<file path="src/rtl/imem_loader_pkg.sv">
// Shared constants for the instruction-memory loader.
// State encoding, header length and packing width.
package imem_loader_pkg;

    localparam logic [2:0] S_IDLE = 3'd0;
    localparam logic [2:0] S_HDR  = 3'd1;
    localparam logic [2:0] S_LOAD = 3'd2;
`ifdef IMEM_LOADER_CHECKSUM_EN
    localparam logic [2:0] S_CHK  = 3'd3;
`endif
    localparam logic [2:0] S_HOLD = 3'd4;
    localparam logic [2:0] S_DONE = 3'd5;
    localparam logic [2:0] S_ERR  = 3'd6;

    localparam int HDR_BYTES  = 2;
    localparam int WORD_BYTES = 4;

endpackage

</file>
<file path="src/rtl/imem_loader_packer.sv">
// Byte-to-word packer: little-endian shift of four bytes,
// one-cycle word_ready pulse after the fourth byte.
module byte_packer
    import imem_loader_pkg::*;
(
    input  logic        clk,
    input  logic        rst,
    input  logic        clr,
    input  logic        in_en,
    input  logic [7:0]  in_data,
    output logic        last,
    output logic [31:0] word,
    output logic        word_ready
);

    logic [1:0] cnt;

    always_ff @(posedge clk) begin
        if (rst || clr) begin
            cnt        <= '0;
            word       <= '0;
            word_ready <= 1'b0;
        end else begin
            word_ready <= 1'b0;
            if (in_en) begin
                word       <= {in_data, word[31:8]};
                cnt        <= cnt + 2'd1;
                word_ready <= last;
            end
        end
    end

    assign last = (cnt == 2'(WORD_BYTES - 1));

endmodule

</file>
<file path="src/rtl/imem_loader.sv">
// Byte-stream instruction-memory loader holding the core in reset.
// Define IMEM_LOADER_CHECKSUM_EN for a trailing XOR checksum byte.
module imem_loader
    import imem_loader_pkg::*;
#(
    parameter int ADDR_W   = 8,
    parameter int RST_HOLD = 4
) (
    input  logic              clk,
    input  logic              rst,
    input  logic              start,
    input  logic              in_valid,
    input  logic [7:0]        in_data,
    output logic              in_ready,
    output logic              imem_we,
    output logic [ADDR_W-1:0] imem_addr,
    output logic [31:0]       imem_wdata,
    output logic              core_rst,
    output logic              busy,
    output logic              done,
    output logic              err
);

    localparam int unsigned CAP = 1 << ADDR_W;

`ifdef IMEM_LOADER_CHECKSUM_EN
    localparam logic [2:0] S_AFTER = S_CHK;
    logic [7:0] csum;
`else
    localparam logic [2:0] S_AFTER = S_HOLD;
`endif

    logic [2:0]        state;
    logic              hcnt;
    logic [15:0]       len;
    logic [15:0]       n_hdr;
    logic [ADDR_W-1:0] widx;
    logic [15:0]       hold_cnt;
    logic              fire;
    logic              start_ok;
    logic              last_word;
    logic              pk_en;
    logic              pk_last;
    logic              pk_ready;
    logic [31:0]       pk_word;

    always_comb begin
        in_ready = (state == S_HDR) || (state == S_LOAD);
`ifdef IMEM_LOADER_CHECKSUM_EN
        if (state == S_CHK) in_ready = 1'b1;
`endif
    end

    assign fire      = in_valid && in_ready;
    assign start_ok  = start && ((state == S_IDLE) ||
                       (state == S_DONE) || (state == S_ERR));
    assign n_hdr     = {in_data, len[7:0]};
    assign pk_en     = fire && (state == S_LOAD);
    // widx still names the word being assembled when its 4th byte lands
    assign last_word = (32'(widx) == 32'(len) - 32'd1);

    byte_packer u_packer (
        .clk        (clk),
        .rst        (rst),
        .clr        (start_ok),
        .in_en      (pk_en),
        .in_data    (in_data),
        .last       (pk_last),
        .word       (pk_word),
        .word_ready (pk_ready)
    );

    always_ff @(posedge clk) begin
        if (rst) begin
            state    <= S_IDLE;
            hcnt     <= 1'b0;
            len      <= '0;
            widx     <= '0;
            hold_cnt <= '0;
`ifdef IMEM_LOADER_CHECKSUM_EN
            csum     <= '0;
`endif
        end else begin
            if (pk_ready) widx <= widx + 1'b1;
            if (state != S_HOLD) hold_cnt <= '0;
`ifdef IMEM_LOADER_CHECKSUM_EN
            if (fire && state != S_CHK) csum <= csum ^ in_data;
`endif
            case (state)
                S_IDLE, S_DONE, S_ERR: begin
                    if (start_ok) begin
                        state <= S_HDR;
                        hcnt  <= 1'b0;
                        len   <= '0;
                        widx  <= '0;
`ifdef IMEM_LOADER_CHECKSUM_EN
                        csum  <= '0;
`endif
                    end
                end
                S_HDR: begin
                    if (fire) begin
                        if (hcnt != 1'(HDR_BYTES - 1)) begin
                            len[7:0] <= in_data;
                            hcnt     <= 1'b1;
                        end else begin
                            len[15:8] <= in_data;
                            if (n_hdr == 16'd0)
                                state <= S_AFTER;
                            else if (32'(n_hdr) > CAP)
                                state <= S_ERR;
                            else
                                state <= S_LOAD;
                        end
                    end
                end
                S_LOAD: begin
                    if (pk_en && pk_last && last_word)
                        state <= S_AFTER;
                end
`ifdef IMEM_LOADER_CHECKSUM_EN
                S_CHK: begin
                    if (fire)
                        state <= (in_data == csum) ? S_HOLD : S_ERR;
                end
`endif
                S_HOLD: begin
                    if (hold_cnt == 16'(RST_HOLD - 1))
                        state <= S_DONE;
                    else
                        hold_cnt <= hold_cnt + 16'd1;
                end
                default: state <= S_IDLE;
            endcase
        end
    end

    assign imem_we    = pk_ready;
    assign imem_addr  = widx;
    assign imem_wdata = pk_word;
    assign core_rst   = (state != S_DONE);
    assign busy       = in_ready || (state == S_HOLD);
    assign done       = (state == S_DONE);
    assign err        = (state == S_ERR);

endmodule

</file>
<file path="config.mk">
export PLATFORM = sky130hd
export DESIGN_NAME = imem_loader
export DESIGN_NICKNAME = d
export VERILOG_FILES = /design/src/rtl/imem_loader_pkg.sv /design/src/rtl/imem_loader_packer.sv /design/src/rtl/imem_loader.sv
export SDC_FILE = /design/constraint.sdc
export NUM_CORES = 1
export LEC_CHECK = 0
export ABC_AREA = 1
export BUFFER_PORTS_ARGS = -buffer_cell sky130_fd_sc_hd__clkbuf_2
export CAP_MARGIN = 40
export CORE_MARGIN = 1.5
export CORE_UTILIZATION = 40
export DETAILED_ROUTE_END_ITERATION = 8
export PLACE_DENSITY_LB_ADDON = 0.3
export SYNTH_ARGS = -nofsm -noshare
export SYNTH_HDL_FRONTEND = slang
export SYNTH_SLANG_ARGS = --single-unit
</file>
<file path="constraint.sdc">
create_clock -name clk -period 3.8 [get_ports clk]
set_input_delay 0.19 -clock clk [delete_from_list [all_inputs] [get_ports clk]]
set_output_delay 0.19 -clock clk [all_outputs]
set_load 0.01 [all_outputs]
</file>
==> impl_metrics.csv, run 1 <==
group,metric,value,unit
cells_and_area,antenna_cells,0,
clocking,post_cts_buffers,0,
synth,synth_compound_area_share,14.5,%
cells_and_area,design_area,0.00438,mm²
global_route,grt_overflow,0,
placement,post-dp-hpwl,6.74,mm
routing,viasPerCell,4.91,
clocking,cts.sinks,79,
sta,finalMaxSlewViolations,0,
synth,synth_area_per_cell,6.64,µm²
synth,synth_enable_flop_cells,0,
synth,yosysWarnings,0,
routing,ant_nets,0,
worst_setup_path,rr_worst_depth,14,
global_route,grt_max_degree,44,
synth,synth_simple_gate_area_share,32.4,%
run,cap_viol_max_count,0,
clocking,clockBufferDepth,2,
cells_and_area,syn_to_final_growth,16.7,%
worst_setup_path,r2r_slack,1.69,ns
worst_setup_path,critical_path_class,"flop to flop",
hold_path,min_path_type,"primary input to flop",
cells_and_area,fin_util,47.8,%
cells_and_area,final_common_cell,"nand2_1",
worst_setup_path,critical_path_required,4.08,ns
sta,period_needed,2.11,ns
sta,rsz0062_at_grt,"no",
clocking,numCtsBuffers,9,
floorplan,die_y,99.8,µm
worst_setup_path,crit_end,"state[1]",
clocking,clkLatencyLatePin,0.35,ns
run_status,status,"complete, no violations",
routing,drc,0,
synth,ys_seq_area_share,42.2,%
routing,wl_per_cell,11.9,µm
synth,synth.mux.area_fraction,0,%
clocking,tritoncts,"built",
synth,synthAdderAreaFrac,1.67,%
sta,setup_ws,1.69,ns
worst_setup_path,start_kind,"flop",
worst_setup_path,r2r-end,"state[1]",
routing,drt_pass1_iterations,4,
placement,dp_slack,1.71,ns
synth,yosysUniqueCellTypes,29,
sta,min_period_over_period,55.6,%
cells_and_area,nets,640,
synth,synthCells,565,
sta,hold_viol,0,
floorplan,ioPinCount,58,
placement,io_buffers,57,
floorplan,die_w,99.8,µm
floorplan,dieArea,0.00997,mm²
clocking,hold_buffers,0,
worst_setup_path,r2r-start,"state[1]",
global_route,antenna_found_initial,0,
synth,synth_top_family_by_area,"simple AND/OR/NAND/NOR gates",
placement,dp.cells,723,
synth,ys_async_sr_fraction,0,%
pwr,p_per_area,619,mW/mm²
clocking,cts_max_level,3,
clocking,ctsResizeCount,0,
pwr,p_leak,0.00186,µW
sta,max_clock_freq,474,MHz
synth,syn-cell-area,0.00375,mm²
global_route,grt_pass1_wl,14.8,mm
worst_setup_path,cp-startpoint,"state[1]",
sta,finalSetupViolCount,0,
placement,place_congestion,0.920,
routing,vias,3631,
sta,finClkSkew,0.0171,ns
worst_setup_path,arrival,2.39,ns
placement,placed_area,0.00416,mm²
global_route,grt_usage,18.3,%
synth,ys_ff_latch,79,
cells_and_area,drive_above_1_share,14.6,%
synth,synth_ff_type,"dfxtp_1",
routing,wl,8.82,mm
clocking,root_buffer,"clkbuf_8",
global_route,grt_pass1_vias,3299,
pwr,peakVddDrop,302,µV
cells_and_area,layoutNonFillerInstCount,739,
sta,setup-tns-final,0,ns
floorplan,core.rowCount,35,
clocking,cts.clk_slew.worst_paths,0.09,ns
floorplan,core,0.00915,mm²
sta,relSlewSlack,55.3,%
synth,syn-num-nets,582,
sta,worst_pin_slew,0.668,ns
routing,drt_iter0_drc,193,
cells_and_area,most-common-layout-cells,"172 x nand2_1, 79 x dfxtp_1, 66 x a21oi_1, 64 x inv_1, 60 x nor2_1",
worst_setup_path,cp_max_fo,37,
worst_setup_path,worst_setup_path_end_kind,"flop",
synth,synth-xor-area-share,1.17,%
floorplan,start_util,41.0,%
hold_path,whs_path_depth,3,
how the worst min path moves through the flow:
stage	start	to	slack [ns]
global route	rst	hcnt	0.1
finish	in_data[1]	u_packer.word[25]	0.08
floorplan	rst	hcnt	0.26
CTS	in_data[1]	u_packer.word[25]	0.07
global placement	u_packer.word[7]	u_packer.word[7]	0.45
detailed placement	in_data[1]	u_packer.word[25]	0.46
synth_stat cells (4+ instances only):
| master | instances | area share [%] |
|---|---|---|
| nand2_1 | 172 | 17 |
| dfxtp_1 | 79 | 42 |
| a21oi_1 | 66 | 8.8 |
| inv_1 | 64 | 6.4 |
| nor2_1 | 60 | 6.0 |
| o21ai_0 | 30 | 4.0 |
| nand3_1 | 22 | 2.9 |
| nor3_1 | 15 | 2.0 |
| clkbuf_1 | 8 | 0.80 |
| ha_1 | 5 | 1.7 |
| inv_2 | 5 | 0.50 |
| nand4_1 | 5 | 0.83 |
| nor2_2 | 4 | 0.67 |
layer usage:
metal	routed length (µm)	vias up	GRT usage (%)
li1	-	1926	-
met2	4260	70	30.0
met1	3980	1625	23.5
met4	150	0	6.61
met3	423	10	4.46
met5	0	-	0
state kept, by name, indices dropped and copies added, names as in the netlist:
signal and flops:
hcnt 1, hold_cnt 16, imem_addr 8, len 16, state 3, u_packer.cnt 2
u_packer.word 32, u_packer.word_ready 1
kinds of logic (layout without fill, tap and decap cells):
kind of cell	after synthesis	after routing
AND/OR/NAND/NOR	290	290
AO/OA/AOI/OAI	105	105
buffers and inverters	81	144
flip-flops	79	79
adder cells (fa/ha/maj)	5	5
XOR/XNOR	5	5
stage by stage:
stage                     hold WS, ns  total power, µW
after floorplan                 0.259             1810
after global placement          0.450             2030
after detailed placement        0.459             2060
after CTS                      0.0663             2730
after global routing           0.0986             2940
final                          0.0837             2710
power by group:
part	switching (µW)	internal (µW)
Sequential	74.9	905
Combinational	737	335
Clock	328	332
Total	1140	1570
critical path, stage by stage (launching register included):
cell	delay (ns)
dfxtp_1	0.48
inv_2	0.08
nor2_2	0.15
nand3_4	0.35
nor2_1	0.22
nand2_1	0.06
nor2_1	0.10
nand2_1	0.05
nor2_1	0.09
nand3_1	0.11
nand2_2	0.09
nand2_2	0.07
nand2_1	0.06
nand2_1	0.04
nor2_1	0.10
layout make-up:
type / instances / area [µm²]
fill: 904 / 4780
multi-input combinational: 405 / 1860
sequential: 79 / 1580
timing repair buffer: 59 / 320
inverter: 69 / 259
tap: 111 / 139
clock buffer: 10 / 138
clock inverter: 6 / 75.1
No activity file was read; power rests on OpenSTA's default activity.
==> run 2: changes to the inputs <==
==> constraint.sdc (replaced) <==
create_clock -name clk -period 1.75 [get_ports clk]
set_input_delay 0.0875 -clock clk [delete_from_list [all_inputs] [get_ports clk]]
set_output_delay 0.0875 -clock clk [all_outputs]
set_load 0.01 [all_outputs]
==> run 2 against run 1 <==
Compared with the run above: the flow now finishes with violations (setup timing); core utilization increased by 3.6 points; clock power increased by 130%; die area unchanged; hold slack got worse by 0.061 ns; fmax increased by 16%; sequential cell count unchanged; clock-buffer cell count decreased by 1; final area increased by 7.6%; via count increased by 3.7%; register-to-register slack got worse by 1.8 ns; largest cell class unchanged; largest power group unchanged.
==> impl_metrics.csv, run 2 (synthesis gave the netlist of run 1 again) <==
group,metric,value,unit
cells_and_area,nFillCells,880,
sta,rsz0062_at_grt,"yes",
run_status,status,"complete, but fails checks",
clocking,clockBufferDepth,2,
global_route,grt_max_degree,44,
sta,hold_ws,0.0225,ns
global_route,antenna_found_initial,0,
routing,drt_iter0_drc,209,
sta,setup_ws,-0.0690,ns
placement,post-dp-hpwl,6.67,mm
pwr,fin_total_pwr,6360,µW
hold_path,min_path_type,"primary input to flop",
routing,wl,9.15,mm
floorplan,ioPinCount,58,
sta,min_period_over_period,104,%
run_status,violations,"setup timing",
sta,finalMaxSlewViolations,0,
clocking,cts.sinks,79,
worst_setup_path,cp_slowest_cell,"dfxtp_1",
cells_and_area,most-common-layout-cells,"168 x nand2_1, 73 x dfxtp_1, 66 x a21oi_1, 61 x inv_1, 57 x clkbuf_2",
floorplan,dieArea,0.00997,mm²
routing,drc,0,
sta,max_clock_freq,550,MHz
cells_and_area,final_common_cell,"nand2_1",
sta,worst_pin_slew,0.327,ns
sta,setup-tns-final,-0.132,ns
cells_and_area,nets,666,
worst_setup_path,worst_setup_path_end_kind,"flop",
sta,finClkSkew,0.0110,ns
placement,place_congestion,0.878,
floorplan,die_w,99.8,µm
placement,placed_area,0.00427,mm²
floorplan,die_y,99.8,µm
routing,ant_nets,0,
cells_and_area,top_regs,"u_packer.word: 32 flops, hold_cnt: 16 flops, len: 16 flops",
worst_setup_path,slowest_delay,0.37,ns
cells_and_area,layoutNonFillerInstCount,764,
clocking,numCtsBuffers,9,
cells_and_area,design_area,0.00471,mm²
run,cap_viol_max_count,0,
global_route,grt_pass1_vias,3408,
clocking,tritoncts,"built",
pwr,p_per_area,1350,mW/mm²
placement,dp.cells,737,
routing,wl_per_cell,12.0,µm
sta,finalSetupViolCount,5,
cells_and_area,largest_reg_flops,32,
global_route,grt_overflow,0,
pwr,p_leak,0.00200,µW
routing,viasPerCell,4.93,
worst_setup_path,critical_path_required,2.04,ns
clocking,clkLatencyLatePin,0.36,ns
worst_setup_path,start_kind,"flop",
placement,io_buffers,57,
floorplan,start_util,41.0,%
worst_setup_path,path_buf_inv,1,
worst_setup_path,arrival,2.11,ns
clocking,root_buffer,"clkbuf_8",
cells_and_area,syn_to_final_growth,25.6,%
pwr,peakVddDrop,568,µV
cells_and_area,largest-register,"u_packer.word",
global_route,grt_usage,18.5,%
routing,drt_pass1_iterations,5,
routing,vias,3766,
sta,relSlewSlack,78.2,%
cells_and_area,drive_above_1_share,20.1,%
sta,period_needed,1.82,ns
floorplan,core.rowCount,35,
global_route,grt_pass1_wl,14.8,mm
cells_and_area,antenna_cells,0,
sta,hold_viol,0,
worst_setup_path,cp_max_fo,5,
floorplan,core,0.00915,mm²
clocking,cts_max_level,3,
clocking,cts.clk_slew.worst_paths,0.08,ns
worst_setup_path,path_cells,"nor2_2 -> o21ai_1 -> a21oi_2 -> nand2_2 -> nand2_1 -> o21ai_1 -> inv_2 -> o21ai_1 -> nor2_1 -> nand2_4 -> nand2_1 -> nand2_1 -> nor2_1",
worst_setup_path,critical_path_class,"flop to flop",
worst_setup_path,path_delay_family,"simple AND/OR/NAND/NOR gates",
run 2: cell types whose count changed in the layout (fill, tap and decap cells not counted), moves of 3 or more:
cell           change
buf_4             +15
dfxtp_1            -6
dfxtp_2            +5
dlygate4sd3_1      +8
inv_1              -3
inv_2              +3
nand2_1            -4
nor2_1             -4
run 2: worst paths after layout:
path | from | depth (start not counted) | end | slack (ns)
max | state[0] | 13 | state[0] | -0.07
min | in_data[7] | 3 | u_packer.word[31] | 0.02
max reg2reg | state[0] | 13 | state[0] | -0.07
min reg2reg | u_packer.word[0] | 2 | u_packer.word[0] | 0.47
run 2: final cells by class:
cell class	count	area (µm²)	share of cell area (%)
well taps	111	139	2.95
repair inverters	1	7.51	0.159
multi-input cells	405	1960	41.6
flip-flops and latches	79	1590	33.8
inverters	69	259	5.50
repair buffers	84	537	11.4
clock buffers	9	124	2.63
clock inverters	6	95.1	2.02
run 2: worst reg2reg max path, stage by stage, from the launching register on:
cell and delay [ns]:
dfxtp_1 0.37, nor2_2 0.19, o21ai_1 0.11, a21oi_2 0.20, nand2_2 0.11, nand2_1 0.07, o21ai_1 0.07, inv_2 0.06
o21ai_1 0.08, nor2_1 0.21, nand2_4 0.09, nand2_1 0.06, nand2_1 0.05, nor2_1 0.09
run 2: per-layer routing:
metal | global-route usage, % | wire, µm
met5 | 0 | 0
met4 | 7.04 | 139
met3 | 3.62 | 342
met2 | 32.1 | 4500
met1 | 22.6 | 4170
run 2: repair_timing:
item,4_1_cts,5_1_grt
gates cloned,0,1
gates resized for setup,11,22
hold buffers,8,0
pin swaps,3,10
buffers inserted,1,2
endpoints found under the hold margin,9,0
endpoints found under the setup margin,4,53
run 2: where the power goes:
| part | internal (µW) | switching [µW] |
|---|---|---|
| Sequential | 1970 | 187 |
| Combinational | 979 | 1730 |
| Clock | 807 | 683 |
| Total | 3760 | 2600 |
run 2: through the flow:
| stage | setup WS, ns | utilization, % |
|---|---|---|
| after CTS | 0.000383 | 50.4 |
| after detailed placement | -0.109 | 46.7 |
| after global routing | -0.224 | 51.5 |
| after floorplan | 0.0570 | - |
| after global placement | 0.00676 | 46.7 |
| final | -0.0690 | 51.5 |
